File: config.mk
export PLATFORM = sky130hd
export DESIGN_NAME = hamming_tx
export DESIGN_NICKNAME = d
export VERILOG_FILES = /design/src/rtl/hamming_pkg.sv /design/src/rtl/hamming_cw_gen.sv /design/src/rtl/hamming_tx.sv
export SDC_FILE = /design/constraint.sdc
export NUM_CORES = 1
export LEC_CHECK = 0
export CORE_ASPECT_RATIO = 1.25
export CORE_UTILIZATION = 58
export DETAILED_ROUTE_END_ITERATION = 7
export PLACE_DENSITY = 0.84
export SYNTH_ARGS = -nofsm -noshare
export SYNTH_HDL_FRONTEND = slang
export SYNTH_HIERARCHICAL = 1
export SYNTH_SLANG_ARGS = --single-unit
File: constraint.sdc
create_clock -name clk -period 2.55 [get_ports clk]
set_input_delay 0.255 -clock clk [delete_from_list [all_inputs] [get_ports clk]]
set_output_delay 0.255 -clock clk [all_outputs]
set_load 0.005 [all_outputs]
File: src/rtl/hamming_pkg.sv
// Shared definitions for the (16,11) SECDED serial link.
// Imported by the transmitter, its codeword generator and the decoder.
package hamming_pkg;

  localparam int DATA_W = 11;
  localparam int CW_W   = 16;
  localparam int PAR_W  = 4;

  typedef logic [DATA_W-1:0] data_t;
  typedef logic [CW_W-1:0]   cw_t;
  typedef logic [PAR_W-1:0]  pos_t;

  // Codeword position of data bit i, ascending, skipping powers of two.
  localparam pos_t DPOS [DATA_W] = '{
    4'd3,  4'd5,  4'd6,  4'd7,
    4'd9,  4'd10, 4'd11, 4'd12,
    4'd13, 4'd14, 4'd15
  };

  // Codeword position of check bit k.
  localparam pos_t CPOS [PAR_W] = '{
    4'd1, 4'd2, 4'd4, 4'd8
  };

  typedef enum logic {
    IDLE,
    SEND
  } state_t;

endpackage

File: src/rtl/hamming_cw_gen.sv
// Combinational (16,11) extended Hamming encoder.
// Position 0 carries overall parity of positions 1..15.
module hamming_cw_gen
  import hamming_pkg::*;
(
  input  logic [DATA_W-1:0] data,
  output logic [CW_W-1:0]   cw
);

  logic [PAR_W-1:0] chk;
  logic [CW_W-1:0]  word;
  pos_t             p;

  // Scatter data, fold check bits, then close overall parity.
  always_comb begin
    chk  = '0;
    word = '0;
    p    = '0;
    for (int i = 0; i < DATA_W; i++) begin
      p = DPOS[i];
      word[p] = data[i];
      for (int k = 0; k < PAR_W; k++) begin
        chk[k] = chk[k] ^ (data[i] & p[k]);
      end
    end
    for (int k = 0; k < PAR_W; k++) begin
      word[CPOS[k]] = chk[k];
    end
    word[0] = ^word[CW_W-1:1];
    cw = word;
  end

endmodule

File: src/rtl/hamming_tx.sv
// Serial SECDED transmitter: accept 11-bit word, shift 16-bit codeword.
// Position 0 first; back-to-back reload at pos 15 keeps frames gapless.
module hamming_tx
  import hamming_pkg::*;
#(
  parameter logic IDLE_LEVEL = 1'b0
) (
  input  logic              clk,
  input  logic              rst_n,
  input  logic [DATA_W-1:0] in_data,
  input  logic              in_valid,
  output logic              in_ready,
  input  logic              tx_en,
  output logic              tx_bit,
  output logic              tx_valid,
  output logic              tx_sof,
  output logic              busy
);

  localparam pos_t LAST = pos_t'(CW_W - 1);

  state_t          state;
  pos_t            pos;
  logic [CW_W-1:0] shreg;
  logic [CW_W-1:0] cw;
  logic            last;
  logic            take;

  hamming_cw_gen u_cw_gen (
    .data (in_data),
    .cw   (cw)
  );

  assign last = (state == SEND) && (pos == LAST) && tx_en;
  assign take = in_valid && in_ready;

  // Ready when idle or on the final enabled bit of a frame.
  always_comb begin
    in_ready = 1'b0;
    unique case (1'b1)
      (state == IDLE): in_ready = 1'b1;
      last:            in_ready = 1'b1;
      default:         in_ready = 1'b0;
    endcase
  end

  // Frame FSM with registered serial outputs.
  always_ff @(posedge clk or negedge rst_n) begin
    if (!rst_n) begin
      state    <= IDLE;
      pos      <= '0;
      shreg    <= '0;
      tx_bit   <= IDLE_LEVEL;
      tx_valid <= 1'b0;
      tx_sof   <= 1'b0;
      busy     <= 1'b0;
    end else begin
      unique case (state)
        IDLE: begin
          if (take) begin
            state    <= SEND;
            pos      <= '0;
            shreg    <= cw;
            tx_bit   <= cw[0];
            tx_valid <= 1'b1;
            tx_sof   <= 1'b1;
            busy     <= 1'b1;
          end
        end
        SEND: begin
          if (tx_en) begin
            if (pos == LAST) begin
              if (take) begin
                pos      <= '0;
                shreg    <= cw;
                tx_bit   <= cw[0];
                tx_sof   <= 1'b1;
              end else begin
                state    <= IDLE;
                shreg    <= '0;
                tx_bit   <= IDLE_LEVEL;
                tx_valid <= 1'b0;
                tx_sof   <= 1'b0;
                busy     <= 1'b0;
              end
            end else begin
              pos    <= pos + 4'd1;
              shreg  <= shreg >> 1;
              tx_bit <= shreg[1];
              tx_sof <= 1'b0;
            end
          end
        end
        default: begin
          state <= IDLE;
        end
      endcase
    end
  end

endmodule

==> results of run 1 <==
-- state kept, by name (all words and copies together), names as in the netlist --
signal,cells
busy,1
shreg,15
tx_bit,1
tx_sof,1
pos,4
state,1
-- worst min-delay path by stage --
stage / startpoint / endpoint / slack (ns) / cells past startpoint
2_1_floorplan: rst_n / busy / -0.04 / 0
3_3_place_gp: tx_sof / tx_sof / 0.47 / 1
3_5_place_dp: tx_sof / tx_sof / 0.49 / 1
4_1_cts: rst_n / pos[1] / 0.28 / 2
5_1_grt: rst_n / pos[2] / 0.30 / 2
6_report: rst_n / pos[1] / 0.28 / 2
-- metal layers --
layer / vias to the layer above / global-route usage, % / wire length, µm
li1: 453 / - / -
met2: 20 / 38.6 / 1390
met4: 0 / 8.57 / 18
met5: - / 0 / 0
met1: 450 / 29.0 / 1160
met3: 2 / 2.76 / 66
-- per-stage QoR --
| stage | worst slack [ns] | std cells |
|---|---|---|
| after floorplan | 0.754 | 124 |
| after global placement | 0.218 | 163 |
| after detailed placement | 0.127 | 163 |
| after CTS | 0.482 | 167 |
| after global routing | 0.383 | 167 |
| final | 0.449 | 167 |
-- power by group through the flow --
stage	logic (mW)	clock network, mW	registers (mW)
after global placement	0.549	0	0.609
after CTS	0.573	0.174	0.609
after floorplan	0.483	0	0.576
after global routing	0.618	0.187	0.627
final	0.568	0.163	0.611
after detailed placement	0.571	0	0.614
-- cell usage in the layout, fill, tap and decap left out, types with 5 or more instances in the layout --
cell             netlist  final
xor2_1                 6      6
and2_2                 7      7
a221o_2                7      7
dfrtp_1               23     23
nand2_1                6      6
a221o_1                8      8
xnor2_1                9      9
buf_4                 13      5
clkdlybuf4s50_1        0     19
inv_1                  5      5
and2_1                 7      7
-- cells by family (layout without fill, tap and decap cells) --
logic type               Yosys count  after routing  share of synthesized area, %
XOR/XNOR                          21             21                          18.4
AO/OA/AOI/OAI                     25             25                          15.9
AND/OR/NAND/NOR                   29             29                          12.6
flip-flops                        23             23                          38.8
buffers and inverters             23             33                          11.9
adder cells (fa/ha/maj)            1              1                         0.842
multiplexers                       2              2                          1.68
-- critical path: cells and delay by family --
family / cells / cell delay [ns]
AO/OA/AOI/OAI: 1 / 0.33
XOR/XNOR: 3 / 1.10
buffers and inverters: 2 / 0.61
-- layout make-up --
cell class / count / share of cell area (%)
multi-input cells: 78 / 45.2
flip-flops and latches: 23 / 35.5
repair buffers: 24 / 14.0
well taps: 33 / 2.54
clock buffers: 4 / 1.62
inverters: 5 / 1.16
==> impl_results.md, run 1 <==
- Main area contributors after synthesis: dfrtp_1 39%, buf_4 6.6%, a221o_1 5.4%, a221o_2 5.3%, xnor2_1 5.3%
- Drt first pass iters: 4
- Gpl congestion: 0.771
- Seq cells post-synth: 23
- DRC Markers: 0
- MaxCap Viol Count: 0
- Reg-to-Reg Start: state
- Post-Syn Instances: 124
- Num ports: 20
- Reg2Reg Setup Slack: 0.95 ns
- Post-Place Cell Area: 1600 µm²
- Switch share: 31.8%
- WHS: 0.282 ns
- Flop pwr share: 45.5%
- Nets@finish: 151
- Top-area cell type share of the netlist area: 38.8%
- Slew margin rel.: 51.8%
- Vias/cell: 5.54
- Crit-path max FO: 3
- Global Route Usage Sum: 22.8%
- Ys async rst share: 100%
- Max frequency: 0.476 GHz
- Post-CTS Resized: 0
- Number of global-route vias before repair: 1004
- Die span in x: 47.3 µm
- Post-DP HPWL: 1940 µm
- Top_reg_cell synth: dfrtp_1
- Cell area after synthesis: 1490 µm²
- Worst slew pin tran: 0.709 ns
- Syn avg cell area: 12.0 µm²
- Gr ovfl total: 0
- Max-slew violation count: 0
- CTS tree: built
- Status: finished clean
- H-tree Lvls: 1
- Routed Antenna Nets: 0
- Largest net degree at the start of global routing: 24
- Worst R2R Path Depth: 3
- Crit path DAT: 2.30 ns
- Critical Path RT: 2.74 ns
- DR iter-0 viols: 27
- CTS Buf Count: 3
- Critical Path Slowest Stage Cell: xor3_2
- Starting density of the core: 61.2%
- Hold Crit Class: input pin to async pin
- Initial antenna violation count: 0
- Clock sink total: 23
- Ant. Diodes: 0
- Multi-input logic area: 733 µm²
- Crit end category: flip-flop
- Mapped Nets: 140
- Die Ht: 58.6 µm
- Fill cells: 201
- CP peak stage delay: 0.50 ns
- Worst-skew pair later-pin latency: 0.30 ns
- Leakage power: 0.762 nW
- FF-to-FF End: shreg[8]
- Fraction of layout cells with a size suffix above 1: 23.1%
- Worst-path clk slew: 0.12 ns
- Finish-stage setup viols: 0
- Post-synth top cells: 23 x dfrtp_1, 13 x buf_4, 9 x xnor2_1, 8 x a221o_1
- Part of the Yosys area used for sequential elements: 38.8%
- Clock root buffer master: clkbuf_4
- Core Region: 2430 µm²
- CP endpoint: tx_bit
- FF/Latch Area: 576 µm²
- Post-synth EDFFs: 0
- Overall power: 1.34 mW
- Postcts setup bufs: 0
- Maximum vdd drop: 0.452 mV
- Mean routed wirelength per cell: 15.8 µm
- Internal Pwr Total: 915 µW
- Hold Fails Final Rpt: 0
- Setup TNS: 0 ns
- DIE AREA: 2770 µm²
- First-pass GRT wire length: 4430 µm
- Via Count: 925
- RSZ-0062 raised after global routing: no
- Psw: 427 µW
- Critical path launch point: in_data[10]
- Most common cell in the netlist: dfrtp_1
- Combinational Power Share: 42.3%
- Clk buf depth: 2
- Final Core Density: 66.9%
- YS warnings: 6
- CP cell instances: clkdlybuf4s50_1 -> buf_4 -> xor2_1 -> xor3_2 -> xnor3_1 -> a221o_1
- Fin area: 1620 µm²
- CP Launch Type: input pin
- CTS Hold Bufs: 0
- Tmin final: 2.10 ns
- IO buf count: 19
- PwrDens: 827 nW/µm²
- Cell variety after synth: 33
- Routed WL: 2630 µm
- Final critical-path share of the clock period: 82.4%
- Rows: 20
- Worst Skew: 0.00862 ns
- Layout area overhead: 9.27%
- Cell taking the most area after synthesis: dfrtp_1
- WS Path Type: input pin to flip-flop
- Clock power share: 12.2%
(Power assumes the default switching activity.)
==> run 2, diff against run 1 <==
CORE_UTILIZATION = 49   (was 58)
PLACE_DENSITY = 0.75   (was 0.84)
clock period = 1.7 ns   (was 2.55 ns; I/O delays follow)
==> run 2 against run 1 <==
Compared with the run above:
- register-to-register slack got worse by 0.80 ns
- power increased by 68%
- sequential share of layout area decreased by 4.9 points
- non-clock buffer count increased by 23
- count of clock-buffer cells in the layout unchanged
- critical path depth decreased by 1
- clock power increased by 57%
- sequential power increased by 52%
- clock skew increased by 0.0032 ns
- largest cell class unchanged
- highest routed layer unchanged
- wire length increased by 28%
- cell count increased by 14%
- hold slack got worse by 0.11 ns
- largest power group is now combinational cells
==> impl_results.md, run 2 (synthesis results as in run 1) <==
- Status: finished clean
- WS Path Type: input pin to flip-flop
- Starting density of the core: 53.3% (-7.9 points)
- Leakage power: 0.927 nW (+22%)
- Largest net degree at the start of global routing: 24 (unchanged)
- Critical Path Slowest Stage Cell: xor3_1
- Switch share: 32.6% (+0.80 points)
- Clock sink total: 23 (unchanged)
- Global Route Usage Sum: 23.0% (+0.20 points)
- CP peak stage delay: 0.48 ns (-0.02 ns)
- Non-filler instance count after layout: 191 (+14%)
- Largest regs: shreg (15), pos (4)
- CP bufs+invs: 1 (-1)
- Rows: 21 (+5.0%)
- Fraction of layout cells with a size suffix above 1: 38.9% (+16 points)
- Initial antenna violation count: 0 (unchanged)
- Max frequency: 0.597 GHz
- Internal Pwr Total: 1.52 mW (+66%)
- DR iter-0 viols: 29 (+7.4%)
- Top reg by flops: shreg
- Vias/cell: 5.63 (+1.7%)
- Worst slew pin tran: 0.409 ns (-0.300 ns)
- Worst-path clk slew: 0.13 ns (about the same)
- CP Launch Type: input pin
- Critical Path RT: 1.92 ns (-0.82 ns)
- Gr ovfl total: 0 (unchanged)
- Die Ht: 63.6 µm (+8.5%)
- DRC Markers: 0 (unchanged)
- Via Count: 1076 (+16%)
- Num ports: 20 (unchanged)
- CTS Buf Count: 3 (unchanged)
- Max-slew violation count: 0 (unchanged)
- Routed Antenna Nets: 0 (unchanged)
- MaxCap Viol Count: 0 (unchanged)
- IO buf count: 19 (unchanged)
- First-pass GRT wire length: 5450 µm (+23%)
- Clock power share: 11.3% (-0.9 points)
- Finish-stage setup viols: 0 (unchanged)
- Combinational Power Share: 47.5% (+5.2 points)
- Post-DP HPWL: 2150 µm (+11%)
- Crit-path max FO: 3 (unchanged)
- Mean routed wirelength per cell: 17.6 µm (+12%)
- Worst-skew pair later-pin latency: 0.32 ns (+0.02 ns)
- H-tree Lvls: 1 (unchanged)
- CP cell instances: dlygate4sd2_1 -> xor3_1 -> xor3_2 -> xnor3_1 -> a221o_1
- Hold Crit Class: input pin to flip-flop
- Final critical-path share of the clock period: 98.5%
- DIE AREA: 3260 µm² (+18%)
- Inst Count DP: 177 (+8.6%)
- CTS tree: built
- WHS: 0.171 ns (-0.112 ns)
- Ant. Diodes: 0 (unchanged)
- Hold Fails Final Rpt: 0 (unchanged)
- Worst Skew: 0.0119 ns (+0.00324 ns)
- Routed WL: 3360 µm (+28%)
- Dpl ws: -0.550 ns (-0.676 ns)
- Setup TNS: 0 ns (unchanged)
- Largest delay share family, worst path: XOR/XNOR gates
- Nets@finish: 174 (+15%)
- Crit end category: flip-flop
- Maximum vdd drop: 0.692 mV (+53%)
- Worst setup margin: 0.0255 ns (-0.423 ns)
- Die span in x: 51.2 µm (+8.4%)
- Commonest non-fill, non-tap cells in the layout: 23 x dfrtp_1, 23 x buf_4, 10 x clkdlybuf4s50_1, 8 x a221o_1, 8 x xnor2_1
- PwrDens: 1200 nW/µm² (+45%)
- Layout area overhead: 26.9%
- Core Region: 2790 µm² (+15%)
- Clk buf depth: 2 (unchanged)
- Crit path DAT: 1.89 ns (-0.41 ns)
- Drt first pass iters: 4 (unchanged)
- Tmin final: 1.67 ns
- Psw: 737 µW (+73%)
- Largest register FFs: 15 (unchanged)
- Slew margin rel.: 72.7% (+21 points)
- Number of global-route vias before repair: 1112 (+11%)
- Flop pwr share: 41.2% (-4.3 points)
- Gpl congestion: 0.791 (+2.5%)
- Clock root buffer master: clkbuf_4
==> run 2: area by class of cell <==
type                            instances  area [µm²]
Multi-Input combinational cell         78         787
Tap cell                               34        42.5
Sequential cell                        23         576
Inverter                                5        18.8
Fill cell                             219         901
Timing Repair Buffer                   47         434
Clock buffer                            4        26.3
==> run 2: layer usage <==
metal,track usage (%),wire (µm),vias up
li1,-,-,499
met1,26.3,1380,538
met2,42.9,1780,31
met3,1.45,84,8
met4,9.46,109,0
met5,0,0,-
==> run 2: worst paths after layout <==
check	from	end	slack (ns)	cells past startpoint
hold reg to reg	tx_sof	tx_sof	0.52	1
hold / removal	in_data[10]	shreg[15]	0.17	2
min in group asynchronous	rst_n	busy	0.19	2
setup / recovery	in_data[3]	tx_bit	0.03	5
setup reg to reg	pos[1]	shreg[8]	0.15	6
max in group asynchronous	rst_n	shreg[14]	1.27	2
==> run 2: metrics by stage <==
| stage | instance area, µm² | power (mW) | util [%] |
|---|---|---|---|
| finish | 1880 | 2.26 | 67.7 |
| floorplan | 1490 | 1.59 | - |
| detailed placement | 1720 | 1.84 | 61.6 |
| global placement | 1720 | 1.80 | 61.6 |
| global route | 1880 | 2.41 | 67.7 |
| CTS | 1840 | 2.22 | 66.2 |
==> run 2: timing repair <==
item	CTS	global route
setup buffers	11	2
pin swaps	5	8
gates cloned	0	1
hold buffers	0	0
resized for setup	13	8
endpoints found under the setup margin	2	18
==> run 2: power by group through the flow <==
stage | combinational (mW) | clock [mW] | sequential [mW]
after global placement | 0.881 | 0 | 0.917
after global routing | 1.17 | 0.286 | 0.950
after detailed placement | 0.911 | 0 | 0.926
after floorplan | 0.723 | 0 | 0.864
after CTS | 1.04 | 0.266 | 0.916
final | 1.07 | 0.256 | 0.931
